### config.mk
export PLATFORM = sky130hd
export DESIGN_NAME = pcie_cpl_tlp_arb
export DESIGN_NICKNAME = d
export VERILOG_FILES = /design/src/rtl/pcie_tlp_pkg.sv /design/src/rtl/rr_arb_pick.sv /design/src/rtl/pcie_cpl_tlp_arb.sv
export SDC_FILE = /design/constraint.sdc
export NUM_CORES = 1
export LEC_CHECK = 0
export ABC_AREA = 1
export BUFFER_PORTS_ARGS = -buffer_cell sky130_fd_sc_hd__buf_4
export CAP_MARGIN = 20
export CORE_AREA = 2 2 615 617
export DETAILED_ROUTE_END_ITERATION = 6
export DIE_AREA = 0 0 617 619
export SYNTH_ARGS = -nofsm -noshare
export SYNTH_HDL_FRONTEND = slang
export SYNTH_SLANG_ARGS = --single-unit
export TNS_END_PERCENT = 100
### constraint.sdc
create_clock -name clk -period 1.85 [get_ports clk]
set_input_delay 0.0925 -clock clk [delete_from_list [all_inputs] [get_ports clk]]
set_output_delay 0.0925 -clock clk [all_outputs]
set_load 0.01 [all_outputs]
### src/rtl/pcie_tlp_pkg.sv
// Shared TLP stream definitions for the PCIe TX completion path.
// Widths, arbiter state encoding and the per-beat bundle.
package pcie_tlp_pkg;

    localparam int TLP_DATA_W = 256;
    localparam int TLP_STRB_W = TLP_DATA_W / 32;
    localparam int TLP_HDR_W  = 128;

    typedef enum logic [0:0] {
        IDLE = 1'b0,
        BUSY = 1'b1
    } arb_state_e;

    typedef struct packed {
        logic [TLP_DATA_W-1:0] data;
        logic [TLP_STRB_W-1:0] strb;
        logic [TLP_HDR_W-1:0]  hdr;
        logic                  sop;
        logic                  eop;
    } tlp_beat_t;

endpackage

### src/rtl/rr_arb_pick.sv
// Combinational round-robin picker: first request at or above ptr,
// wrapping modulo PORTS. Returns one-hot grant, index and any-flag.
module rr_arb_pick #(
    parameter int PORTS = 3,
    parameter int IW    = $clog2(PORTS)
) (
    input  logic [PORTS-1:0] req,
    input  logic [IW-1:0]    ptr,
    output logic [PORTS-1:0] gnt_oh,
    output logic [IW-1:0]    gnt_idx,
    output logic             gnt_any
);

    logic [IW:0] pos;

    // Walk ports starting at ptr; the first requester wins
    always_comb begin
        gnt_oh  = '0;
        gnt_idx = '0;
        gnt_any = 1'b0;
        pos     = '0;
        for (int k = 0; k < PORTS; k++) begin
            pos = {1'b0, ptr} + (IW+1)'(k);
            if (pos >= (IW+1)'(PORTS)) begin
                pos = pos - (IW+1)'(PORTS);
            end
            if (!gnt_any && req[pos[IW-1:0]]) begin
                gnt_any              = 1'b1;
                gnt_idx              = pos[IW-1:0];
                gnt_oh[pos[IW-1:0]]  = 1'b1;
            end
        end
    end

endmodule

### src/rtl/pcie_cpl_tlp_arb.sv
// Packet-locked round-robin arbiter feeding the completion TLP egress.
// One source owns the egress from SOP to EOP; no storage is added.
module pcie_cpl_tlp_arb
    import pcie_tlp_pkg::*;
#(
    parameter int PORTS      = 3,
    parameter int DATA_WIDTH = TLP_DATA_W,
    parameter int STRB_WIDTH = TLP_STRB_W,
    parameter int HDR_WIDTH  = TLP_HDR_W,
    localparam int IW        = $clog2(PORTS)
) (
    input  logic                       clk,
    input  logic                       rst,
    input  logic [PORTS*DATA_WIDTH-1:0] s_tlp_data,
    input  logic [PORTS*STRB_WIDTH-1:0] s_tlp_strb,
    input  logic [PORTS*HDR_WIDTH-1:0]  s_tlp_hdr,
    input  logic [PORTS-1:0]            s_tlp_valid,
    input  logic [PORTS-1:0]            s_tlp_sop,
    input  logic [PORTS-1:0]            s_tlp_eop,
    output logic [PORTS-1:0]            s_tlp_ready,
    output logic [DATA_WIDTH-1:0]       tx_cpl_tlp_data,
    output logic [STRB_WIDTH-1:0]       tx_cpl_tlp_strb,
    output logic [HDR_WIDTH-1:0]        tx_cpl_tlp_hdr,
    output logic                        tx_cpl_tlp_valid,
    output logic                        tx_cpl_tlp_sop,
    output logic                        tx_cpl_tlp_eop,
    input  logic                        tx_cpl_tlp_ready,
    output logic [IW-1:0]               grant_idx,
    output logic                        proto_err
);

    if (PORTS < 2 || PORTS > 8) begin : g_bad_ports
        $error("pcie_cpl_tlp_arb: PORTS must be 2..8");
    end

    if (DATA_WIDTH != TLP_DATA_W || STRB_WIDTH != TLP_STRB_W ||
        HDR_WIDTH != TLP_HDR_W) begin : g_bad_width
        $error("pcie_cpl_tlp_arb: widths must match pcie_tlp_pkg");
    end

    arb_state_e       state_q, state_d;
    logic [IW-1:0]    rr_ptr_q, rr_ptr_d;
    logic [IW-1:0]    grant_idx_q, grant_idx_d;
    logic [PORTS-1:0] grant_oh_q, grant_oh_d;
    logic             first_q, first_d;
    logic             proto_err_q, proto_err_d;

    logic [PORTS-1:0] pick_oh;
    logic [IW-1:0]    pick_idx;
    logic             pick_any;

    tlp_beat_t        sel_beat;
    logic             sel_valid;
    logic             busy;
    logic             xfer;

    rr_arb_pick #(
        .PORTS (PORTS),
        .IW    (IW)
    ) u_pick (
        .req     (s_tlp_valid),
        .ptr     (rr_ptr_q),
        .gnt_oh  (pick_oh),
        .gnt_idx (pick_idx),
        .gnt_any (pick_any)
    );

    // Mux the granted source's beat onto a single bundle
    always_comb begin
        sel_beat  = '0;
        sel_valid = 1'b0;
        for (int i = 0; i < PORTS; i++) begin
            if (grant_idx_q == IW'(i)) begin
                sel_beat.data = s_tlp_data[i*DATA_WIDTH +: DATA_WIDTH];
                sel_beat.strb = s_tlp_strb[i*STRB_WIDTH +: STRB_WIDTH];
                sel_beat.hdr  = s_tlp_hdr[i*HDR_WIDTH +: HDR_WIDTH];
                sel_beat.sop  = s_tlp_sop[i];
                sel_beat.eop  = s_tlp_eop[i];
                sel_valid     = s_tlp_valid[i];
            end
        end
    end

    assign busy = (state_q == BUSY);
    assign xfer = tx_cpl_tlp_valid && tx_cpl_tlp_ready;

    assign tx_cpl_tlp_data  = sel_beat.data;
    assign tx_cpl_tlp_strb  = sel_beat.strb;
    assign tx_cpl_tlp_hdr   = sel_beat.hdr;
    assign tx_cpl_tlp_sop   = sel_beat.sop;
    assign tx_cpl_tlp_eop   = sel_beat.eop;
    assign tx_cpl_tlp_valid = busy && sel_valid;
    assign s_tlp_ready      = busy ? (grant_oh_q & {PORTS{tx_cpl_tlp_ready}})
                                   : '0;

    assign grant_idx = grant_idx_q;
    assign proto_err = proto_err_q;

    // Arbitrate in IDLE, hold the grant until the EOP beat transfers
    always_comb begin
        state_d     = state_q;
        rr_ptr_d    = rr_ptr_q;
        grant_idx_d = grant_idx_q;
        grant_oh_d  = grant_oh_q;
        first_d     = first_q;
        proto_err_d = 1'b0;
        unique case (state_q)
            IDLE: begin
                if (pick_any) begin
                    state_d     = BUSY;
                    grant_idx_d = pick_idx;
                    grant_oh_d  = pick_oh;
                    first_d     = 1'b1;
                end
            end
            BUSY: begin
                if (xfer) begin
                    first_d     = 1'b0;
                    proto_err_d = first_q ? !sel_beat.sop : sel_beat.sop;
                    if (sel_beat.eop) begin
                        state_d = IDLE;
                        if (grant_idx_q == IW'(PORTS-1)) begin
                            rr_ptr_d = '0;
                        end else begin
                            rr_ptr_d = grant_idx_q + 1'b1;
                        end
                    end
                end
            end
            default: begin
                state_d = IDLE;
            end
        endcase
    end

    // Arbiter state registers, cleared asynchronously
    always_ff @(posedge clk or posedge rst) begin
        if (rst) begin
            state_q     <= IDLE;
            rr_ptr_q    <= '0;
            grant_idx_q <= '0;
            grant_oh_q  <= '0;
            first_q     <= 1'b0;
            proto_err_q <= 1'b0;
        end else begin
            state_q     <= state_d;
            rr_ptr_q    <= rr_ptr_d;
            grant_idx_q <= grant_idx_d;
            grant_oh_q  <= grant_oh_d;
            first_q     <= first_d;
            proto_err_q <= proto_err_d;
        end
    end

endmodule

==> Word-level counts from Yosys, hierarchy flattened <==
Index checks and enable logic that the tools add are counted.
{ "totals": {"elab_cells": 85, "output_inout_bits": 401, "inputBits": 1188, "register_bits": 10} }
{ "op_classes": {"order_cmp": 9, "bitwise_logic": 4, "n_eq_ne": 4, "n_reduce_logical": 14, "mux": 42, "addsub": 6} }
{ "ops": {"columns": ["cell", "count"], "rows": [
  ["2-to-1 mux 394 bit", 3],
  ["2-to-1 mux 1 bit", 20],
  ["2-to-1 mux 2 bit", 7],
  ["2-to-1 mux 3 bit", 4],
  ["< comparator 2 x 3 -> 1 bit, second input constant", 3],
  ["logical AND 1 bit", 7],
  ["binary-select mux 1 bit (select 2 bit)", 3],
  ["demux 1 bit (select 2 bit)", 3],
  ["greater-or-equal comparator 2 x 1 -> 1 bit, second input constant", 3],
  ["greater-or-equal comparator 3 x 2 -> 1 bit, second input constant", 2],
  ["bitwise OR 3 bit", 2],
  ["subtractor 2 bit, second input constant", 3],
  ["one-hot mux 1 bit (2 select lines)", 2],
  ["AND reduction 2 bit", 2],
  ["adder 2 x 1 -> 3 bit, second input constant", 1],
  ["adder 2 x 2 -> 3 bit, second input constant", 1],
  ["bitwise AND 3 bit", 1],
  ["logical NOT 1 bit", 3],
  ["AND reduction 3 bit", 1],
  ["adder 2 x 1 -> 2 bit, second input constant", 1],
  ["equality test 2 x 1 -> 1 bit, second input constant", 1],
  ["equality test 2 bit, second input constant", 1],
  ["greater-or-equal comparator 2 bit, second input constant", 1],
  ["logical NOT 2 bit", 1],
  ["other kinds (3)", 3]
]} }

==> Logic depth before layout (Yosys ltp) <==
Gate-level depths: netlist of the first run.
{ "depth": {"depth_word": 13, "depth_mapped": 12} }

==> Hierarchy <==
A second synthesis of the first run with hierarchy kept.
{ "unflattened": {"cells_unflattened": 1829, "area_unflattened_um2": 7847.5} }
{ "by_module_without_submodules": {"columns": ["mod", "n_inst", "cells_per_inst", "area_per_inst_um2"], "rows": [
  ["pcie_cpl_tlp_arb", 1, 1765, 7519.7],
  ["rr_arb_pick", 1, 64, 327.8]
]} }

==> Least setup slack after synthesis of the first run <==
No wires, ideal clock.
{ "synth_path": {"path_type": "reg2reg", "from": "register rr_ptr_q[0]", "to": "register grant_idx_q[0] (netlist: grant_idx[0])", "path_stages_with_launch": 11, "path_slack_ns": 0.276, "arrival_ns": 1.456, "t_required_ns": 1.732, "n_path_buf": 0, "setup_ns": 0.118, "path_cell_list": "dfrtp_1 -> inv_1 -> ha_1 -> inv_1 -> nand3_1 -> nand2_1 -> nand3_1 -> nand2_2 -> inv_1 -> nand2_1 -> nand2_1"} }
{ "synth_between": {"elab_chain_len": 12, "word_cells_on_any_way": 28} }
{ "synth_rtl": {"columns": ["element", "line_no", "source"], "rows": [
  ["from (decl)", "pcie_cpl_tlp_arb.sv:42", "logic [IW-1:0] rr_ptr_q, rr_ptr_d;"],
  ["from (signal assigned)", "pcie_cpl_tlp_arb.sv:147", "rr_ptr_q <= rr_ptr_d;"],
  ["branches (longest 12 deep; another with adder 2 x 1 -> 3 bit)", null, null],
  ["to (signal assigned)", "pcie_cpl_tlp_arb.sv:148", "grant_idx_q <= grant_idx_d;"],
  ["to (decl)", "pcie_cpl_tlp_arb.sv:43", "logic [IW-1:0] grant_idx_q, grant_idx_d;"]
]} }
Parallel ways; which one is timed is not known. The select of a mux whose other input is x is not followed.
A chain may end at the register's enable or synchronous reset.

==> Final worst setup path of the first run <==
{ "layout_path": {"from": "register grant_idx_q[1] (netlist: grant_idx[1])", "to": "output tx_cpl_tlp_data[113]"} }
{ "layout_between": {"elab_chain_len": 4, "word_cells_on_any_way": 6} }
{ "layout_rtl": {"columns": ["element", "line_no", "source"], "rows": [
  ["logical NOT 2 bit", "pcie_cpl_tlp_arb.sv:73", "if (grant_idx_q == IW'(i)) begin"],
  ["2-to-1 mux 394 bit (2 in series)", "pcie_cpl_tlp_arb.sv:73", null],
  ["2-to-1 mux 394 bit (*)", "pcie_cpl_tlp_arb.sv:73", null],
  ["to (decl)", "pcie_cpl_tlp_arb.sv:21", "output logic [DATA_WIDTH-1:0] tx_cpl_tlp_data,"]
]} }
Mark *: on every way between the ends. The rest lies on a longest branch, timed or not.

==> results of run 1 <==
==> kinds of logic after synthesis <==
kind of cell,Yosys count,share of synthesized area [%]
DFF,10,3.09
xor gates and xnor gates,1,0.108
AOI/OAI and AO/OA,7,0.478
and+or+nand+nor,1650,83.3
buffers and inverters,150,12.4
adders and majority gates,4,0.617
==> area by class of cell <==
cell class	count	area, um^2
Antenna cell	95	238
Timing Repair inverter	1	30.0
Multi-Input combinational cell	1662	8500
Fill cell	44200	343000
Tap cell	4994	6250
Sequential cell	10	253
Timing Repair Buffer	1803	16000
Clock buffer	3	75.1
Inverter	21	108
==> routing by layer <==
layer  track usage (%)  wire length [um]  vias to the layer above  share of wire [%]
met5                 0              2120                        -               0.52
met4              4.74             12300                      328                3.0
met3              12.9             57900                      884                 14
met2              32.7            184000                     1942                 45
met1              21.8            151000                    11100                 37
li1                  -                 -                     9257                  -
==> cells in the final DEF, fill, tap and decap left out, drive strengths merged <==
cell / synthesis / final
o21ai: 5 / 5
xnor2: 1 / 1
nand2: 1231 / 1231
inv: 21 / 20
ha: 4 / 4
diode: 0 / 95
buf: 127 / 1776
clkinv: 0 / 2
dfrtp: 10 / 10
clkbuf: 2 / 29
a21oi: 2 / 2
nor2: 11 / 11
nand3: 408 / 408
dlygate4sd3: 0 / 1
==> repair_timing <==
action,4_1_cts,5_1_grt
hold endpoints to repair,10,0
resized for setup,257,390
setup endpoints to repair,399,402
cloned,8,27
setup buffers,16,36
pin swaps,14,37
hold buffers,1,0
==> stage by stage <==
step | setup TNS (ps) | std cells | total power, W | hold slack (ps)
6_report | -69150 | 8589 | 0.0438 | 161
4_1_cts | -82740 | 8434 | 0.0404 | 151
3_3_place_gp | -31940 | 8406 | 0.0373 | 168
2_1_floorplan | 0 | 1822 | 0.0105 | -67.3
5_1_grt | -88650 | 8536 | 0.0460 | 165
3_5_place_dp | -26220 | 8406 | 0.0371 | 161
==> flip-flops by register name (all words and copies together) (netlist names) <==
name,count
proto_err,1
first_q,1
busy,1
grant_idx,2
rr_ptr_q,2
grant_oh_q,3
==> power breakdown <==
| part | total [W] | switching, W | leakage (nW) | internal (W) |
|---|---|---|---|---|
| logic | 0.0430 | 0.0271 | 14.2 | 0.0160 |
| clock network | 0.000402 | 0.000120 | 0.0376 | 0.000282 |
| registers | 0.000406 | 0.0000957 | 0.119 | 0.000310 |
| total | 0.0438 | 0.0273 | 14.4 | 0.0166 |
==> worst paths after layout <==
path                                  start                   end  slack [ps]
hold / removal             tx_cpl_tlp_ready             proto_err         160
setup reg to reg               grant_idx[1]           rr_ptr_q[1]         -90
max in group asynchronous               rst          grant_idx[0]         910
setup / recovery               grant_idx[1]  tx_cpl_tlp_data[113]        -290
hold reg to reg               grant_oh_q[1]         grant_oh_q[1]         490
min in group asynchronous               rst          grant_idx[1]         590
==> tightest hold or removal path: stages <==
cell and delay (ps):
buf_4 140, nand2_1 90, nor2_1 50
==> run metrics, run 1 <==
Fmax achieved=roughly 470 MHz; VDD IR max=0.000406 V; DP Worst Slack=-652 ps; clock sink total=10; Worst Path Arrival=2050 ps; syn_nets=roughly 3000; DR vias=~24000; Leak=between 10 and 15 nW; clock skew=between 1 and 1.5 ps; Num CTS Buffers=3; Post-Route WL=about 410000 um; Die W=just over 600 um; final hold violations=0; Top delay family on crit path=buffers and inverters; H-tree depth=1; CP endpoint kind=primary output; status=finished with violations; slowest stage delay, CP=approximately 490 ps; GPL Wtd Cong=slightly below 1; Gate Count Post-Synth=between 1500 and 2000; clock tree buffer depth=2; Critical Path Most Common Cell=buf_16; critical path's slowest cell=dfrtp_2; library cells used by synthesis=20; CP required=~1800 ps; DR DRC count=0; R2R depth=10; Max Cap Violations=0; first-pass GRT wire length=roughly 450000 um; sequential area share after synthesis=about 3.1%; Initial Util=between 2 and 2.5%; most frequent cell after synthesis=nand2_1; worst min-delay path category=input pin to flop; CTS root buf=clkbuf_16; EDFF count, synth=0; via/cell ratio=between 2 and 3; row cnt=225; cell area after layout=approximately 31000 um^2; Yosys warning total=0; final design utilization=between 8 and 9%; final setup fails=slightly below 400; CORE AREA=375000 um^2; unrepaired setup endpoints after global routing=yes; pin count of the biggest net entering global routing=51; Max transition margin=between 60% and 70%; Layout area overhead=287%; Die Ht=about 620 um; TritonRoute pass-1 iters=6; IO Count=roughly 1600; crit path time final=2140 ps; half-perimeter wire length after detailed placement=between 300000 and 400000 um; worst-path cell chain=nor2_4, buf_12, buf_16, clkbuf_16, buf_16, nand2_1, nand3_4, buf_4; initial antenna violation count=approximately 540; commonest cells in the netlist=nand2_1, nand3_1, buf_2; worst setup margin=-295 ps; Buf/Inv on CP=5; Worst setup SP type=flop; post-synthesis async set-or-reset flop share=100%; via count of the first global-routing pass=around 21000; Final Slew Violations=0; Power Density=~1400 nW/um^2; Least-Margin Pin Slew=between 400 and 500 ps; Tot GR Track Use=between 20 and 25%; Critical Path Fanout Max=17; clock transition at the registers of the reported paths=roughly 40 ps; fin nets=between 4000 and 5000; synthesized area per cell=approximately 4.5 um^2; Main synth FF type=dfrtp_1; area leader, netlist=nand2_1; Final ANT Viol Nets=0; Avg WL per Cell=47.4 um; Syn Std Cell Area=8110 um^2; hold path depth=3; Remaining Overflow, GRT=0; Setup CP Type=flop to primary output; Iteration-0 DRC Markers=slightly above 2000; CTS tree=done; IO Port Bufs=between 1500 and 2000; fin crit share=116%; die area=about 380000 um^2; synthesis-stage register bit count=10; clock latency on the worst-skew pair=~250 ps; layout cells sized above 1=between 50% and 60%; Synth area leaders=nand2_1, nand3_1, buf_6; failing checks=setup timing; Critical Path Stages=8; Synth top area share=between 50% and 60%; placed standard-cell area=~27000 um^2
No activity file was read; power rests on OpenSTA's default activity.
==> run 2, diff against run 1 <==
Settings changed: CORE_AREA 2 2 615 617 to 2 2 621 623, DIE_AREA 0 0 617 619 to 0 0 623 625.
Clock period 1.85 ns to 1.9 ns, I/O delays scaled along.
==> run 2 against run 1 <==
- the flow still finishes with violations (setup timing)
- sequential share of layout area barely moved
- hold slack got worse by 5.1 ps
- worst setup slack improved by 66 ps
- routed wire length decreased by 2.1%
- largest power group unchanged
- highest routed layer unchanged
==> run metrics, run 2 (synthesis gave the netlist of run 1 again) <==
Hold Slack=156 ps (-5.08 ps); via/cell ratio=2.70 (-1.4%); Num CTS Buffers=3 (unchanged); CP endpoint kind=primary output; CP required=1800 ps (+40 ps); fin crit share=112%; CTS root buf=clkbuf_16; slowest stage delay, CP=400 ps (-90 ps); Top delay family on crit path=buffers and inverters; final hold violations=0 (unchanged); crit path time final=about 2100 ps; most flop-heavy register=grant_oh_q; cell area after layout=31100 um^2 (-1.1%); Critical Path Stages=9 (+1); initial antenna violation count=506 (-5.8%); Leak=14.1 nW (-1.5%); DR vias=23300 (-0.85%); Power Density=1390 nW/um^2 (about the same); clock tree buffer depth=2 (unchanged); Post-Route WL=399000 um (-2.1%); clock skew=0.982 ps (-0.113 ps); Worst setup SP type=flop; Die W=623 um (+0.97%); Critical Path Fanout Max=14 (-3); GPL Wtd Cong=0.976 (+0.98%); die area=389000 um^2 (+2.0%); unrepaired setup endpoints after global routing=yes; clock transition at the registers of the reported paths=40 ps (about the same); hold path depth=3 (unchanged); Least-Margin Pin Slew=447 ps (-40.4 ps); worst-path cell chain=buf_4, nor2_4, buf_4, buf_12, buf_12, buf_16, nand2_2, nand3_2, buf_4; IO Count=1589 (unchanged); worst setup margin=-228 ps (+66.2 ps); Remaining Overflow, GRT=0 (unchanged); Initial Util=2.11% (-0.051 points); layout cells sized above 1=59.0% (-0.36 points); fin nets=4697 (+0.064%); failing checks=setup timing; VDD IR max=0.000799 V (+96%); Final ANT Viol Nets=0 (unchanged); TritonRoute pass-1 iters=5 (-1); Setup CP Type=flop to primary output; Die Ht=625 um (+0.97%); Avg WL per Cell=46.2 um (-2.7%); row cnt=228 (+1.3%); Max transition margin=70.2% (+2.7 points); most frequent cells in the layout=buf_4, nand2_1, nand3_1; dpl cells=8484 (+0.93%); R2R depth=11 (+1); via count of the first global-routing pass=21500 (+2.3%); clock sink total=10 (unchanged); critical path's slowest cell=dfrtp_1; half-perimeter wire length after detailed placement=376000 um (-1.7%); Fmax achieved=approximately 470 MHz; pin count of the biggest net entering global routing=40 (-22%); Buf/Inv on CP=6 (+1); Post-Layout Cell Count=8637 (+0.56%); Worst Path Arrival=2030 ps (-20 ps); most common cell after layout, fill and taps aside=buf_4; first-pass GRT wire length=442000 um (-0.86%); Layout area overhead=283%; CORE AREA=384000 um^2 (+2.4%); max reg flops=3 (unchanged); final setup fails=384 (-3.5%); placed standard-cell area=27200 um^2 (+1.3%); CTS tree=done; final design utilization=8.10% (-0.28 points); worst min-delay path category=input pin to flop; Tot GR Track Use=19.5% (-0.69 points); Iteration-0 DRC Markers=1774 (-13%); status=finished with violations; clock latency on the worst-skew pair=240 ps (about the same); DR DRC count=0 (unchanged); Final Slew Violations=0 (unchanged); Max Cap Violations=0 (unchanged); Critical Path Most Common Cell=buf_4; H-tree depth=1 (unchanged); IO Port Bufs=1588 (unchanged)
## run 2: cell types whose count changed in the layout (fill, tap and decap cells not counted), sizes merged
cell | before | now
clkinv | 2 | 1
diode | 95 | 74
buf | 1776 | 1790
bufbuf | 0 | 1
clkbuf | 29 | 18
## run 2: layer usage
metal | share of wire [%] | vias to the layer above | global-route usage (%)
met3 | 16 | 906 | 13.6
met2 | 44 | 1994 | 31.6
li1 | - | 9231 | -
met4 | 3.0 | 270 | 3.41
met1 | 37 | 10900 | 20.8
met5 | 0.44 | - | 0
## run 2: cell type report
cell class                 count  area [um^2]
inverter                      21         91.3
antenna                       74          185
timing repair buffer        1807        15800
multi-input combinational   1662         8350
sequential                    10          251
clock buffer                   3         75.1
tap                         5060         6330
fill                       45300       353000
## run 2: through the flow
step | setup TNS (ps) | power [W] | setup slack [ps]
finish | -41400 | 0.0433 | -228
floorplan | 0 | 0.0102 | 326
global route | -72100 | 0.0456 | -304
detailed placement | -23980 | 0.0376 | -572
global placement | -25760 | 0.0378 | -592
CTS | -47230 | 0.0414 | -261
## run 2: worst register-to-register path, cell delays in order (launching register included)
cell	delay (ps)
dfrtp_1	400
buf_4	150
nor2_4	120
buf_12	150
buf_4	120
buf_12	160
nand2_1	120
nand3_2	130
buf_12	130
nand3_2	120
nor2_1	110
a21oi_1	50
## run 2: final timing paths
path                                   from            endpoint  slack (ps)
hold reg to reg               grant_oh_q[2]       grant_oh_q[2]         480
setup reg to reg               grant_idx[0]         rr_ptr_q[1]          30
max in group asynchronous               rst        grant_idx[1]         990
min in group asynchronous               rst        grant_idx[0]         580
hold / removal             tx_cpl_tlp_ready           proto_err         160
setup / recovery               grant_idx[0]  tx_cpl_tlp_hdr[65]        -230
## run 2: power breakdown
group          total (W)  internal [W]  switching (W)
logic             0.0426        0.0152         0.0274
clock network   0.000382      0.000274       0.000108
registers       0.000391      0.000301      0.0000900
total             0.0433        0.0157         0.0276
## run 2: timing repair
| item | CTS | global route |
|---|---|---|
| endpoints found under the hold margin | 10 | 0 |
| setup buffers | 18 | 32 |
| cloned | 10 | 17 |
| pin swaps | 20 | 27 |
| gates resized for setup | 312 | 227 |
| hold buffers | 1 | 0 |
| endpoints found under the setup margin | 389 | 404 |
==> run 3, diff against run 2 <==
Settings changed: ABC_AREA 1 to not set, ABC_CLOCK_PERIOD_IN_PS set to 1900, CORE_AREA 2 2 621 623 to 2 2 625 627, DIE_AREA 0 0 623 625 to 0 0 627 629.
==> run 3 against run 2 <==
- the flow still finishes with violations (setup timing)
- fmax fell by 6.1%
- core utilization up 2.3 points
- first-iteration DRC count is 24% lower
- via count decreased by 1.4%
- worst setup slack got worse by 140 ps
- critical path type unchanged
- critical endpoint is now tx_cpl_tlp_data[184]
- largest cell class unchanged
==> run metrics, run 3 <==
IO Count=1589 (unchanged); R2R setup slack=-120 ps (-150 ps); IO Port Bufs=1588 (unchanged); Die W=627 um (+0.64%); Leak=15.9 nW (+12%); Setup TNS Final=-73500 ps (-32100 ps); Layout area overhead=328%; library cells used by synthesis=40 (+100%); slowest stage delay, CP=540 ps (+140 ps); r2r endpoint=rr_ptr_q[1]; Main synth FF type=dfrtp_1; largest family of logic cells by synthesized area=multiplexers; Gate Count Post-Synth=1447 (-21%); Post-Layout Cell Count=8624 (-0.15%); clock tree buffer depth=2 (unchanged); first-pass GRT wire length=406000 um (-8.3%); CORE AREA=388000 um^2 (+1.0%); Remaining Overflow, GRT=0 (unchanged); half-perimeter wire length after detailed placement=342000 um (-8.9%); row cnt=229 (+0.44%); most frequent cell after synthesis=mux2i_1; Critical Path Stages=6 (-3); Critical Path Fanout Max=10 (-4); DR vias=23000 (-1.4%); syn_nets=2639 (-12%); CP required=1800 ps (about the same); TritonRoute pass-1 iters=5 (unchanged); fin crit share=119% (+7.2 points); Buf/Inv on CP=5 (-1); NetSw=0.0356 W (+29%); clock transition at the registers of the reported paths=40 ps (about the same); Fmax achieved=441 MHz (-6.1%); EDFF count, synth=0 (unchanged); Setup CP Type=flop to primary output; Avg WL per Cell=43.5 um (-5.7%); unrepaired setup endpoints after global routing=yes; sequential area share after synthesis=2.65% (-0.44 points); worst-path cell chain=buf_12, buf_16, clkbuf_16, bufbuf_16, o22ai_2, buf_6; CTS root buf=clkbuf_16; commonest cells in the netlist=mux2i_1, nand2_1, o22ai_1; Least-Margin Pin Slew=488 ps (+41.0 ps); VDD IR max=0.000823 V (+3.0%); Worst Setup SP=grant_idx[0]; Synth Area in Compound Gates=28.1% (+28 points); CTS tree=done; final hold violations=0 (unchanged); Initial Util=2.44% (+0.32 points); Clk pwr share=0.7% (-0.2 points); Die Ht=629 um (+0.64%); Final Slew Violations=0 (unchanged); cell area after layout=40500 um^2 (+30%); most common cell after layout, fill and taps aside=buf_4; mux share of post-synthesis cell area=42.5% (+43 points); H-tree depth=1 (unchanged); max reg flops=3 (unchanged); Max Cap Violations=0 (unchanged); Max transition margin=66.8% (-3.4 points); worst setup margin=-366 ps (-137 ps); status=finished with violations; dpl cells=8366 (-1.4%); area leader, netlist=mux2i_1; R2R depth=8 (-3); Synth top area share=42.4% (-14 points); DP Worst Slack=-723 ps (-151 ps); synthesis-stage register bit count=10 (unchanged); Iteration-0 DRC Markers=1353 (-24%); Tot GR Track Use=17.6% (-1.9 points); initial antenna violation count=450 (-11%); layout cells sized above 1=77.3% (+18 points); Reg-to-Reg Start=grant_idx[0]; placed standard-cell area=30100 um^2 (+11%); DR DRC count=0 (unchanged); fin nets=4562 (-2.9%); pin count of the biggest net entering global routing=49 (+23%); post-synthesis async set-or-reset flop share=100% (unchanged); final setup fails=398 (+3.6%); Worst setup SP type=flop; combinational share of power=98.6% (+0.4 points); Synth area leaders=mux2i_1, o22ai_1, nand2_1; synthesized area per cell=6.53 um^2 (+47%); most frequent cells in the layout=buf_4, nand2_1, buf_6; Synth Area in Adders=0.530% (-0.087 points); die area=394000 um^2 (+1.3%); Num CTS Buffers=3 (unchanged); via/cell ratio=2.67 (-1.2%); xor/xnor share of the synthesized area=0.0927% (-0.015 points); Pint=0.0284 W (+81%); Worst Path Arrival=2170 ps (+140 ps); simple-gate share of the synthesized area=17.1% (-66 points); via count of the first global-routing pass=20600 (-4.6%); crit path to=tx_cpl_tlp_data[184]; final design utilization=10.4% (+2.3 points); CP endpoint kind=primary output; worst min-delay path category=input pin to flop; critical path's slowest cell=dfrtp_4; most flop-heavy register=grant_oh_q; failing checks=setup timing; Final ANT Viol Nets=0 (unchanged); Top delay family on crit path=buffers and inverters; clock sink total=10 (unchanged); Post-Route WL=375000 um (-5.9%); Syn Std Cell Area=9450 um^2 (+16%); hold path depth=3 (unchanged); crit path time final=2270 ps (+137 ps); Yosys warning total=0 (unchanged); GPL Wtd Cong=0.955 (-2.1%); Reg power frac=0.7% (-0.2 points); clock skew=0.639 ps (-0.343 ps); Sw Share=55.6% (-8.1 points); Power Density=1580 nW/um^2 (+14%); clock latency on the worst-skew pair=240 ps (about the same)
run 3: cell families (layout without fill, tap and decap cells):
family,Yosys count,in the layout
compound gates,424,424
mux,401,401
buf+inv,187,2109
other cells,0,58
fa+ha+maj,4,4
simple gates,420,420
flops,10,10
xor+xnor,1,1
run 3: per-layer routing:
layer | routed length, um | track usage [%] | vias up
li1 | - | - | 9387
met1 | 130000 | 17.7 | 10800
met2 | 177000 | 30.3 | 1711
met3 | 51400 | 11.1 | 827
met4 | 15200 | 4.10 | 308
met5 | 1980 | 0 | -
run 3: worst reg2reg max path: stages (launching register included):
cell     delay (ps)
dfrtp_4         540
buf_12          190
buf_16          170
buf_8           160
mux2i_4         220
o22ai_4         220
buf_4           160
nand3_4          80
a21o_1          180
run 3: final cells by class:
class                      count  area [um^2]
antenna                       58          145
clock buffer                   4         88.8
fill                       44700       347000
inverter                       7         26.3
multi-input combinational   1250        13000
sequential                    10          259
tap                         5197         6500
timing repair buffer        2098        20400
run 3: power groups by stage:
stage                     Combinational, W  Clock (W)  Sequential (W)
after floorplan                     0.0135          0        0.000373
after global placement              0.0458          0        0.000518
after detailed placement            0.0457          0        0.000516
after CTS                           0.0528   0.000442        0.000421
after global routing                0.0661   0.000454        0.000465
final                               0.0632   0.000428        0.000452
run 3: worst min path at each step:
stage / from / end
detailed placement: rst / proto_err
global route: tx_cpl_tlp_ready / proto_err
finish: tx_cpl_tlp_ready / proto_err
CTS: tx_cpl_tlp_ready / proto_err
global placement: rst / proto_err
floorplan: rst / busy
run 3: through the flow:
step                power, W  hold slack (ps)
floorplan             0.0138            -64.8
global placement      0.0463              161
detailed placement    0.0462              157
CTS                   0.0536              266
global route          0.0670              206
finish                0.0640              194
run 3: what timing repair did:
| action | in CTS | in global routing |
|---|---|---|
| hold buffers | 1 | 0 |
| pin swaps | 17 | 141 |
| setup endpoints to repair | 390 | 405 |
| buffers inserted | 59 | 142 |
| gates cloned | 19 | 44 |
| resized for setup | 508 | 1000 |
| hold endpoints to repair | 10 | 0 |
